File: config.mk
export PLATFORM = sky130hd
export DESIGN_NAME = alu_pipe_flat
export DESIGN_NICKNAME = d
export VERILOG_FILES = /design/src/rtl/alu_pipe_pkg.sv /design/src/rtl/alu_pipe_if.sv /design/src/rtl/alu_pipe_comb.sv /design/src/rtl/alu_pipe.sv /design/src/flat_wrapper.sv
export SDC_FILE = /design/constraint.sdc
export NUM_CORES = 1
export LEC_CHECK = 0
export ABC_AREA = 0
export BUFFER_PORTS_ARGS = -buffer_cell sky130_fd_sc_hd__clkbuf_2
export CORE_ASPECT_RATIO = 0.7
export CORE_MARGIN = 2
export CORE_UTILIZATION = 62
export DETAILED_ROUTE_END_ITERATION = 6
export PLACE_DENSITY = 0.82
export SLEW_MARGIN = 20
export SYNTH_ARGS = -nofsm -noshare
export SYNTH_HDL_FRONTEND = slang
export SYNTH_SLANG_ARGS = --single-unit
File: constraint.sdc
create_clock -name CLK -period 4.26 [get_ports CLK]
set_clock_uncertainty 0.1 [all_clocks]
set_input_delay 0.213 -clock CLK [delete_from_list [all_inputs] [get_ports CLK]]
set_output_delay 0.213 -clock CLK [all_outputs]
set_load 0.01 [all_outputs]
File: src/rtl/alu_pipe_pkg.sv
// Shared definitions for the registered ALU.
// Covers the opcode mnemonics and the sequencing states.
package alu_pipe_pkg;

  typedef enum logic [3:0] {
    kPASS_INPUTA    = 4'd0,
    kSHIFT_LEFT     = 4'd1,
    kSHIFT_RIGHT    = 4'd2,
    kKEEP_SMALLER   = 4'd3,
    kSHIFT_ON       = 4'd4,
    kADD            = 4'd5,
    kINPUTA_IS_ZERO = 4'd6,
    kPASS_INPUTB    = 4'd7,
    kINC_INPUTA     = 4'd8,
    kDEC_INPUTA     = 4'd9,
    kCLEAR          = 4'd10,
    kSUB            = 4'd11,
    kMUL            = 4'd12,
    kSHL_VAR        = 4'd13
  } op_mne;

  typedef enum logic [1:0] {
    IDLE  = 2'd0,
    MUL   = 2'd1,
    SHIFT = 2'd2
  } alu_state_t;

endpackage

File: src/rtl/alu_pipe_if.sv
// Issue-side and result-side handshake bundle for alu_pipe.
interface alu_pipe_if #(parameter int WIDTH = 8);
  logic             IN_VALID;
  logic             IN_READY;
  logic [3:0]       OP;
  logic [WIDTH-1:0] INPUTA;
  logic [WIDTH-1:0] INPUTB;
  logic             OUT_VALID;
  logic             OUT_READY;
  logic [WIDTH-1:0] OUT;
  logic [WIDTH-1:0] OUT_HI;
  logic             CARRY;
  logic             ZERO;
  logic             OVERFLOW;

  modport master (
    output IN_VALID, OP, INPUTA, INPUTB, OUT_READY,
    input  IN_READY, OUT_VALID, OUT, OUT_HI, CARRY, ZERO, OVERFLOW
  );

  modport slave (
    input  IN_VALID, OP, INPUTA, INPUTB, OUT_READY,
    output IN_READY, OUT_VALID, OUT, OUT_HI, CARRY, ZERO, OVERFLOW
  );
endinterface

File: src/rtl/alu_pipe_comb.sv
// Single-cycle ALU datapath and flags.
// MUL yields 0 here; SHL_VAR yields A, which is the n=0 result.
module alu_comb
  import alu_pipe_pkg::*;
#(
  parameter int WIDTH = 8
) (
  input  logic [3:0]       op,
  input  logic [WIDTH-1:0] a,
  input  logic [WIDTH-1:0] b,
  output logic [WIDTH-1:0] res,
  output logic             carry,
  output logic             zero,
  output logic             ovf
);

  localparam logic [WIDTH-1:0] ONE = WIDTH'(1);
  localparam int MSB = WIDTH - 1;

  logic [WIDTH:0] sum;
  logic [WIDTH:0] diff;

  assign sum  = {1'b0, a} + {1'b0, b};
  assign diff = {1'b0, a} - {1'b0, b};

  always_comb begin
    res   = '0;
    carry = 1'b0;
    ovf   = 1'b0;
    case (op)
      kPASS_INPUTA: res = a;
      kSHIFT_LEFT: begin
        res   = {a[MSB-1:0], 1'b0};
        carry = a[MSB];
      end
      kSHIFT_RIGHT: begin
        res   = {1'b0, a[MSB:1]};
        carry = a[0];
      end
      kKEEP_SMALLER: res = (b < a) ? b : a;
      kSHIFT_ON:     res = {a[MSB-1:0], b[0]};
      kADD: begin
        res   = sum[WIDTH-1:0];
        carry = sum[WIDTH];
        ovf   = (a[MSB] == b[MSB]) && (res[MSB] != a[MSB]);
      end
      kINPUTA_IS_ZERO: ovf = (a == '0);
      kPASS_INPUTB:    res = b;
      kINC_INPUTA: begin
        res = a + ONE;
        ovf = !a[MSB] && res[MSB];
      end
      kDEC_INPUTA: begin
        res = a - ONE;
        ovf = a[MSB] && !res[MSB];
      end
      kSUB: begin
        // bit WIDTH of the widened difference is the unsigned borrow
        res   = diff[WIDTH-1:0];
        carry = diff[WIDTH];
        ovf   = (a[MSB] != b[MSB]) && (res[MSB] != a[MSB]);
      end
      kSHL_VAR: res = a;
      default:  res = '0;
    endcase
  end

  assign zero = (res == '0);

endmodule

File: src/rtl/alu_pipe.sv
// Registered ALU: 1-cycle ops via alu_comb, iterative MUL and variable left shift.
// state | meaning
// IDLE  | accepting ops when the output slot is free
// MUL   | shift-add multiply, one multiplier bit per cycle
// SHIFT | variable left shift, one bit per cycle
module alu_pipe
  import alu_pipe_pkg::*;
#(
  parameter int WIDTH = 8,
  parameter int SHW   = $clog2(WIDTH)
) (
  input  logic       CLK,
  input  logic       RESET,
  alu_pipe_if.slave  bus
);

  localparam int CW = $clog2(WIDTH + 1);

  alu_state_t           state_q, state_d;
  logic [CW-1:0]        cnt_q, cnt_d;
  logic [2*WIDTH-1:0]   acc_q, acc_d;
  logic [2*WIDTH-1:0]   mcand_q, mcand_d;
  logic [WIDTH-1:0]     work_q, work_d;
  logic [WIDTH-1:0]     out_q, out_d;
  logic [WIDTH-1:0]     hi_q, hi_d;
  logic                 carry_q, carry_d;
  logic                 zero_q, zero_d;
  logic                 ovf_q, ovf_d;
  logic                 valid_q, valid_d;

  logic                 in_ready;
  logic                 accept;
  logic [SHW-1:0]       sh_n;
  logic [2*WIDTH-1:0]   mul_sum;
  logic [WIDTH-1:0]     shl;
  logic [WIDTH-1:0]     c_res;
  logic                 c_carry, c_zero, c_ovf;

  alu_comb #(.WIDTH(WIDTH)) u_comb (
    .op    (bus.OP),
    .a     (bus.INPUTA),
    .b     (bus.INPUTB),
    .res   (c_res),
    .carry (c_carry),
    .zero  (c_zero),
    .ovf   (c_ovf)
  );

  assign in_ready = (state_q == IDLE) && (!valid_q || bus.OUT_READY);
  assign accept   = bus.IN_VALID && in_ready;
  assign sh_n     = bus.INPUTB[SHW-1:0];
  assign mul_sum  = acc_q + (work_q[0] ? mcand_q : '0);
  assign shl      = {work_q[WIDTH-2:0], 1'b0};

  always_comb begin
    state_d = state_q;
    cnt_d   = cnt_q;
    acc_d   = acc_q;
    mcand_d = mcand_q;
    work_d  = work_q;
    out_d   = out_q;
    hi_d    = hi_q;
    carry_d = carry_q;
    zero_d  = zero_q;
    ovf_d   = ovf_q;
    valid_d = valid_q && !bus.OUT_READY;
    case (state_q)
      IDLE: begin
        if (accept) begin
          if (bus.OP == kMUL) begin
            state_d = MUL;
            acc_d   = '0;
            mcand_d = {{WIDTH{1'b0}}, bus.INPUTA};
            work_d  = bus.INPUTB;
            cnt_d   = CW'(WIDTH - 1);
          end else if (bus.OP == kSHL_VAR && sh_n != '0) begin
            state_d = SHIFT;
            work_d  = bus.INPUTA;
            cnt_d   = CW'(sh_n) - CW'(1);
          end else begin
            out_d   = c_res;
            hi_d    = '0;
            carry_d = c_carry;
            zero_d  = c_zero;
            ovf_d   = c_ovf;
            valid_d = 1'b1;
          end
        end
      end
      MUL: begin
        acc_d   = mul_sum;
        mcand_d = {mcand_q[2*WIDTH-2:0], 1'b0};
        work_d  = {1'b0, work_q[WIDTH-1:1]};
        cnt_d   = cnt_q - CW'(1);
        // last iteration's sum goes straight to the output register
        if (cnt_q == '0) begin
          state_d = IDLE;
          out_d   = mul_sum[WIDTH-1:0];
          hi_d    = mul_sum[2*WIDTH-1:WIDTH];
          carry_d = 1'b0;
          zero_d  = (mul_sum == '0);
          ovf_d   = 1'b0;
          valid_d = 1'b1;
        end
      end
      SHIFT: begin
        work_d = shl;
        cnt_d  = cnt_q - CW'(1);
        if (cnt_q == '0) begin
          state_d = IDLE;
          out_d   = shl;
          hi_d    = '0;
          carry_d = work_q[WIDTH-1];
          zero_d  = (shl == '0);
          ovf_d   = 1'b0;
          valid_d = 1'b1;
        end
      end
      default: state_d = IDLE;
    endcase
  end

  always_ff @(posedge CLK or posedge RESET) begin
    if (RESET) begin
      state_q <= IDLE;
      cnt_q   <= '0;
      acc_q   <= '0;
      mcand_q <= '0;
      work_q  <= '0;
      out_q   <= '0;
      hi_q    <= '0;
      carry_q <= 1'b0;
      zero_q  <= 1'b0;
      ovf_q   <= 1'b0;
      valid_q <= 1'b0;
    end else begin
      state_q <= state_d;
      cnt_q   <= cnt_d;
      acc_q   <= acc_d;
      mcand_q <= mcand_d;
      work_q  <= work_d;
      out_q   <= out_d;
      hi_q    <= hi_d;
      carry_q <= carry_d;
      zero_q  <= zero_d;
      ovf_q   <= ovf_d;
      valid_q <= valid_d;
    end
  end

  assign bus.IN_READY  = in_ready;
  assign bus.OUT_VALID = valid_q;
  assign bus.OUT       = out_q;
  assign bus.OUT_HI    = hi_q;
  assign bus.CARRY     = carry_q;
  assign bus.ZERO      = zero_q;
  assign bus.OVERFLOW  = ovf_q;

endmodule

File: src/flat_wrapper.sv
// flat-port wrapper written by rule: the top's interface ports become plain ports
module alu_pipe_flat import alu_pipe_pkg::*;
#(
  parameter int WIDTH = 8,
  parameter int SHW   = $clog2(WIDTH)
)
  (CLK, RESET, bus_IN_VALID, bus_OP, bus_INPUTA, bus_INPUTB, bus_OUT_READY, bus_IN_READY, bus_OUT_VALID, bus_OUT, bus_OUT_HI, bus_CARRY, bus_ZERO, bus_OVERFLOW);
  alu_pipe_if #(.WIDTH(WIDTH)) bus_i ();
  input  logic CLK;
  input  logic RESET;
  input wire logic [$bits(bus_i.IN_VALID)-1:0] bus_IN_VALID;
  input wire logic [$bits(bus_i.OP)-1:0] bus_OP;
  input wire logic [$bits(bus_i.INPUTA)-1:0] bus_INPUTA;
  input wire logic [$bits(bus_i.INPUTB)-1:0] bus_INPUTB;
  input wire logic [$bits(bus_i.OUT_READY)-1:0] bus_OUT_READY;
  output wire logic [$bits(bus_i.IN_READY)-1:0] bus_IN_READY;
  output wire logic [$bits(bus_i.OUT_VALID)-1:0] bus_OUT_VALID;
  output wire logic [$bits(bus_i.OUT)-1:0] bus_OUT;
  output wire logic [$bits(bus_i.OUT_HI)-1:0] bus_OUT_HI;
  output wire logic [$bits(bus_i.CARRY)-1:0] bus_CARRY;
  output wire logic [$bits(bus_i.ZERO)-1:0] bus_ZERO;
  output wire logic [$bits(bus_i.OVERFLOW)-1:0] bus_OVERFLOW;
  assign bus_i.IN_VALID = bus_IN_VALID;
  assign bus_i.OP = bus_OP;
  assign bus_i.INPUTA = bus_INPUTA;
  assign bus_i.INPUTB = bus_INPUTB;
  assign bus_i.OUT_READY = bus_OUT_READY;
  assign bus_IN_READY = bus_i.IN_READY;
  assign bus_OUT_VALID = bus_i.OUT_VALID;
  assign bus_OUT = bus_i.OUT;
  assign bus_OUT_HI = bus_i.OUT_HI;
  assign bus_CARRY = bus_i.CARRY;
  assign bus_ZERO = bus_i.ZERO;
  assign bus_OVERFLOW = bus_i.OVERFLOW;
  alu_pipe #(.WIDTH(WIDTH), .SHW(SHW)) u_core (.CLK(CLK), .RESET(RESET), .bus(bus_i));
endmodule
Word level (Yosys, flattened, before mapping)

Index checks and enable logic that the tools add are counted.

Bits of input ports: 24
Register bits after elaboration: 66
Output and inout port bits: 21
Word-level logic and storage cells: 134

$lt $le $gt $ge: 1
Add/subtract/negate cells: 7
Reductions and logical operators: 32
Equal/unequal tests: 26
Multiplexer cells: 57

Operators by type and width:

| operator              | number |
|---|---|
| $mux W8               | 14 |
| $mux W16              | 5 |
| $pmux W8 S10          | 1 |
| $pmux W8 S3           | 3 |
| $pmux W16 S2          | 2 |
| $logic_not A8 Y1      | 3 |
| $eq A4 B4 Y1 const B  | 5 |
| $mux W1               | 17 |
| $add A16 B16 Y16      | 1 |
| $eq A4 B3 Y1 const B  | 4 |
| $logic_not A16 Y1     | 1 |
| $mux W4               | 3 |
| $reduce_and A3 Y1     | 4 |
| $add A8 B8 Y9         | 1 |
| $sub A8 B8 Y9         | 1 |
| $add A8 B1 Y8 const B | 1 |
| $eq A4 B2 Y1 const B  | 2 |
| $logic_and A1 B1 Y1   | 8 |
| $logic_not A4 Y1      | 2 |
| $lt A8 B8 Y1          | 1 |
| $mux W2               | 4 |
| $ne A2 B1 Y1 const B  | 4 |
| $pmux W4 S2           | 1 |
| $sub A8 B1 Y8 const B | 1 |
| other kinds (22)      | 34 |

Depth between registers and ports, before layout

Word-level depth: 8
Gate-level depth with buffers: 14
Gate-level depth less buffers: 13

By module

A second synthesis with hierarchy kept.

Cell total of the unflattened synthesis: 732
Area, all modules: 5773.0 um^2

Modules (own cells, without submodules):

| module   | times used | cells an instance | sequential area each (um^2) | area each (um^2) |
|---|---|---|---|---|
| alu_pipe | 1          | 475               | 1651.6                      | 4057.6 |
| alu_comb | 1          | 257               | 0.0                         | 1715.4 |

Least setup slack after synthesis

OpenSTA, ideal clock, no wires.

Path type: register to register
From: register u_core.work_q[0]
To: register u_core.zero_q (netlist: u_core.bus.ZERO)
Path buffers: 2
Library setup time: 104 ps
Data arrival time: 3139 ps
Required time: 4056 ps
Cell stages (with the launch flop): 14
Period minus slack after synthesis: 3343 ps
Slack: 917 ps
Path through: dfrtp_1 -> clkbuf_1 -> clkbuf_1 -> and2_1 -> ha_1 -> fa_1 -> a211oi_2 -> nor2_1 -> xor2_1 -> or4_4 -> nor4_2 -> nand3b_1 -> or4_1 -> o41ai_2

Cells in the longest elaborated chain, start to end: 5
Elaborated cells on any way between the ends: 7
Those cells by class: add/sub: 1; mux: 4; reduce/logical: 2

RTL lines:

| item                   | line            | source |
|---|---|---|
| from (decl)            | alu_pipe.sv:23  | `logic [WIDTH-1:0] work_q, work_d;` |
| from (signal assigned) | alu_pipe.sv:141 | `work_q <= work_d;` |
| $mux W16               | alu_pipe.sv:52  | `assign mul_sum = acc_q + (work_q[0] ? mcand_q : '0);` |
| $add A16 B16 Y16       | alu_pipe.sv:52  |  |
| $logic_not A16 Y1      | alu_pipe.sv:101 | `zero_d = (mul_sum == '0);` |
| $mux W1                | alu_pipe.sv:96  | `if (cnt_q == '0) begin` |
| $pmux W1 S3 (*)        | alu_pipe.sv:67  | `case (state_q)` |
| to (signal assigned)   | alu_pipe.sv:145 | `zero_q <= zero_d;` |
| to (decl)              | alu_pipe.sv:27  | `logic zero_q, zero_d;` |

Mark *: on every way between the ends. The rest lies on a longest branch, timed or not. The select of a mux whose other input is x is not followed.
A chain may end at the register's enable or synchronous reset.

Final worst setup path

Ends and elaborated chain as after synthesis.

==> results_dict.tcl <==
set metrics [dict create \
    diodes 0 \
    tightest_slew_ns 0.9254 \
    syn_inst 758 \
    synth_edf_count 0 \
    antenna_found_initial 0 \
    fp.dieW_um 120.3 \
    wire_per_inst_um 20.65 \
    layout_common_cells "113 x nand2_1, 69 x o21ai_0, 66 x dfrtp_1" \
    numCtsBuffers 9 \
    rows 29 \
    htreeDepth 3 \
    die_area_um2 10280 \
    ff_latch_area_um2 1652 \
    grt_start_max_net_pins 41 \
    avgSynthCellArea_um2 7.747 \
    layout_min_cycle_time_ns 3.525 \
    hpwl_mm 13.93 \
    rrSetupSlack_ns 0.73 \
    die_h_um 85.42 \
    seqPwrFrac_pct 32.6 \
    clk_latency_ns 0.34 \
    start_util_pct 64.22 \
    cts_tree "yes" \
    clk_pin_slew_ns 0.06 \
    synth_cell_types 64 \
    sw_frac_of_total_pct 42.29 \
    max_freq_mhz 283.7 \
    cp-start-kind "flop" \
    fin_nets 841 \
    hold_class "in2reg" \
    critPathKind "reg2reg" \
    core_region_area_um2 9144 \
    grtUsageTotal_pct 37.49 \
    max_cap_viol_count 0 \
    min_to "u_core.bus.OUT_VALID" \
    p_per_area_nw_per_um2 447.0 \
    yosys.area_share.simple_pct 23.27 \
    synth_seq_cells 66 \
    worstReg2RegEnd "u_core.bus.ZERO" \
    viasPerCell 6.772 \
    stdcell_count 900 \
    grt_setup_unrepaired "false" \
    clkPwrFrac_pct 26.3 \
    ios 45 \
    slew_viol_final 0 \
    status "finished, final reports clean" \
    first_global_vias 5352 \
    synth_compound_area_share_pct 25.72 \
    ys.flop_type "dfrtp_1" \
    leakagePower_nw 2.896 \
    nFillCells 758 \
    portBuffers 44 \
    multiInputGateArea_um2 3935 \
    area_delta_synth_final_pct 9.418 \
    p_comb_share_pct 41.1 \
    drive_gt1_share_pct 11.21 \
    tns_ns 0 \
    post-route-period-util_pct 82.75 \
    finalSetupViolCount 0 \
    synth_top_family_by_area "compound AO/OA/AOI/OAI gates" \
    yosysWarnings 0 \
    vias 6095 \
    synthAdderAreaFrac_pct 10.19 \
    power.internal_w 0.001657 \
    grt_pass1_wl_mm 29.79 \
    r2r_start "u_core.work_q[0]" \
    final-hold-violation-count 0 \
    yosysTopAreaCell "dfrtp_1" \
    hold_path_depth 3 \
    first_iter_violations 941 \
    globalRouteOverflowTotal 0 \
    synthesis.area_um2 5872 \
    cp-end-kind "flop" \
    drt_pass1_iterations 6 \
    yosysTopAreaCellShare_pct 28.13 \
    synth_mux_area_share_pct 3.622 \
    place_congestion 1.045 \
    arrival_ns 3.67 \
    drc 0 \
    cp.required_ns 4.40 \
    synth_seq_area_share_pct 28.13 \
    placed_cells 883 \
    worstHoldStart "bus_OUT_READY" \
    clock_path_buffers 2 \
    r2r_cells 11 \
    syn_nets 828 \
    cts_root_buf "clkbuf_16" \
    final_common_cell "nand2_1" \
    relSlewSlack_pct 38.18 \
    synth_area_leaders "dfrtp_1 28%, ha_1 9.2%, nand2_1 7.2%" \
    synth-xor-area-share_pct 4.027 \
    synthArstFlopShare_pct 100.0 \
    cts.sink_count 66 \
    totalWireLength_mm 18.58 \
    ant_nets 0 \
    switchingPower_w 0.001215 \
    cp_max_fo 19 \
    peakVddDrop_v 0.0003176 \
]
-- metal layers --
metal  part of all wire (%)  wire length [um]  vias to the layer above  GRT usage [%]
met5                      0                 0                        -              0
met4                    1.4               264                        0          6.554
met3                     15              2828                       35          14.92
met2                     38              7097                      447          47.37
met1                     45              8390                     2849          59.47
li1                       -                 -                     2764              -
-- per-stage QoR --
stage | util, % | setup WS (ns) | total power, W | cell area (um2) | hold WS [ns]
3_3_place_gp | 66.84 | 0.8853 | 0.002029 | 6112 | 0.2233
2_1_floorplan | - | 0.9173 | 0.001706 | 5872 | 0.3316
4_1_cts | 70.27 | 0.7581 | 0.002832 | 6425 | 0.1096
5_1_grt | 70.27 | 0.5573 | 0.003029 | 6425 | 0.1175
3_5_place_dp | 66.84 | 0.7770 | 0.002067 | 6112 | 0.2384
6_report | 70.27 | 0.7349 | 0.002872 | 6425 | 0.1286
-- layout make-up --
class	instances	share of cell area, %
multi-input cells	616	61.25
flip-flops and latches	66	25.71
repair buffers	52	4.401
clock buffers	9	3.505
well taps	124	2.415
inverters	26	1.519
clock inverters	7	1.207
-- how the worst max path moves through the flow --
stage	start	end	slack (ns)	depth (start not counted)
floorplan	u_core.work_q[0]	u_core.bus.ZERO	0.92	13
global placement	u_core.work_q[0]	u_core.bus.ZERO	0.89	11
detailed placement	u_core.work_q[0]	u_core.bus.ZERO	0.78	11
CTS	u_core.work_q[0]	u_core.bus.ZERO	0.76	11
global route	u_core.work_q[0]	u_core.bus.ZERO	0.56	11
finish	u_core.work_q[0]	u_core.bus.ZERO	0.73	11
-- timing repair --
action	4_1_cts	5_1_grt
endpoints found under the hold margin	32	0
hold buffers	1	0
buffers inserted	0	0
gates resized for setup	0	0
-- cell families (layout without fill, tap and decap cells) --
| group | Yosys count | after routing |
|---|---|---|
| DFF | 66 | 66 |
| AOI/OAI and AO/OA | 237 | 237 |
| adders and majority gates | 46 | 46 |
| muxes | 20 | 20 |
| buffers and inverters | 76 | 94 |
| and+or+nand+nor | 286 | 286 |
| xor gates and xnor gates | 27 | 27 |
-- sequential cells by signal, summed over array words and instances (netlist names), 2 cells and up --
signal and cells:
u_core.state_q 2, u_core.bus.OUT_HI 8, u_core.mcand_q 16, u_core.acc_q 16
u_core.cnt_q 4, u_core.bus.OUT 8, u_core.work_q 8
-- worst max-delay path: stages, from the launching register on --
cell and delay, ns:
dfrtp_1 0.56, and2_1 0.24, ha_1 0.21, fa_1 0.42
a211oi_2 0.30, nor2_1 0.10, xor2_1 0.16, or4_4 0.48
nor4_2 0.14, nand3b_1 0.10, or4_1 0.42, o41ai_2 0.20
-- power by group through the flow --
| stage | clock network [W] | registers (W) | logic, W |
|---|---|---|---|
| 2_1_floorplan | 0 | 0.000895 | 0.000811 |
| 3_3_place_gp | 0 | 0.000927 | 0.00110 |
| 3_5_place_dp | 0 | 0.000935 | 0.00113 |
| 4_1_cts | 0.000759 | 0.000927 | 0.00115 |
| 5_1_grt | 0.000787 | 0.000951 | 0.00129 |
| 6_report | 0.000756 | 0.000936 | 0.00118 |
-- cell usage after synthesis, types with 9 or more instances --
cell,number
a211oi_1,13
mux2_2,10
inv_1,26
clkbuf_1,37
a21oi_1,52
dfrtp_1,66
nand2_1,113
buf_2,9
ha_1,43
mux2i_1,10
nor2_1,50
nand2b_1,16
o22ai_1,9
nor2b_1,10
xor2_1,13
xnor2_1,14
a21o_1,10
o21ai_0,69
nor3_1,19
nand3_1,26
a31oi_1,15
and2_1,17
Note: power is estimated with default switching activity, not from simulation.
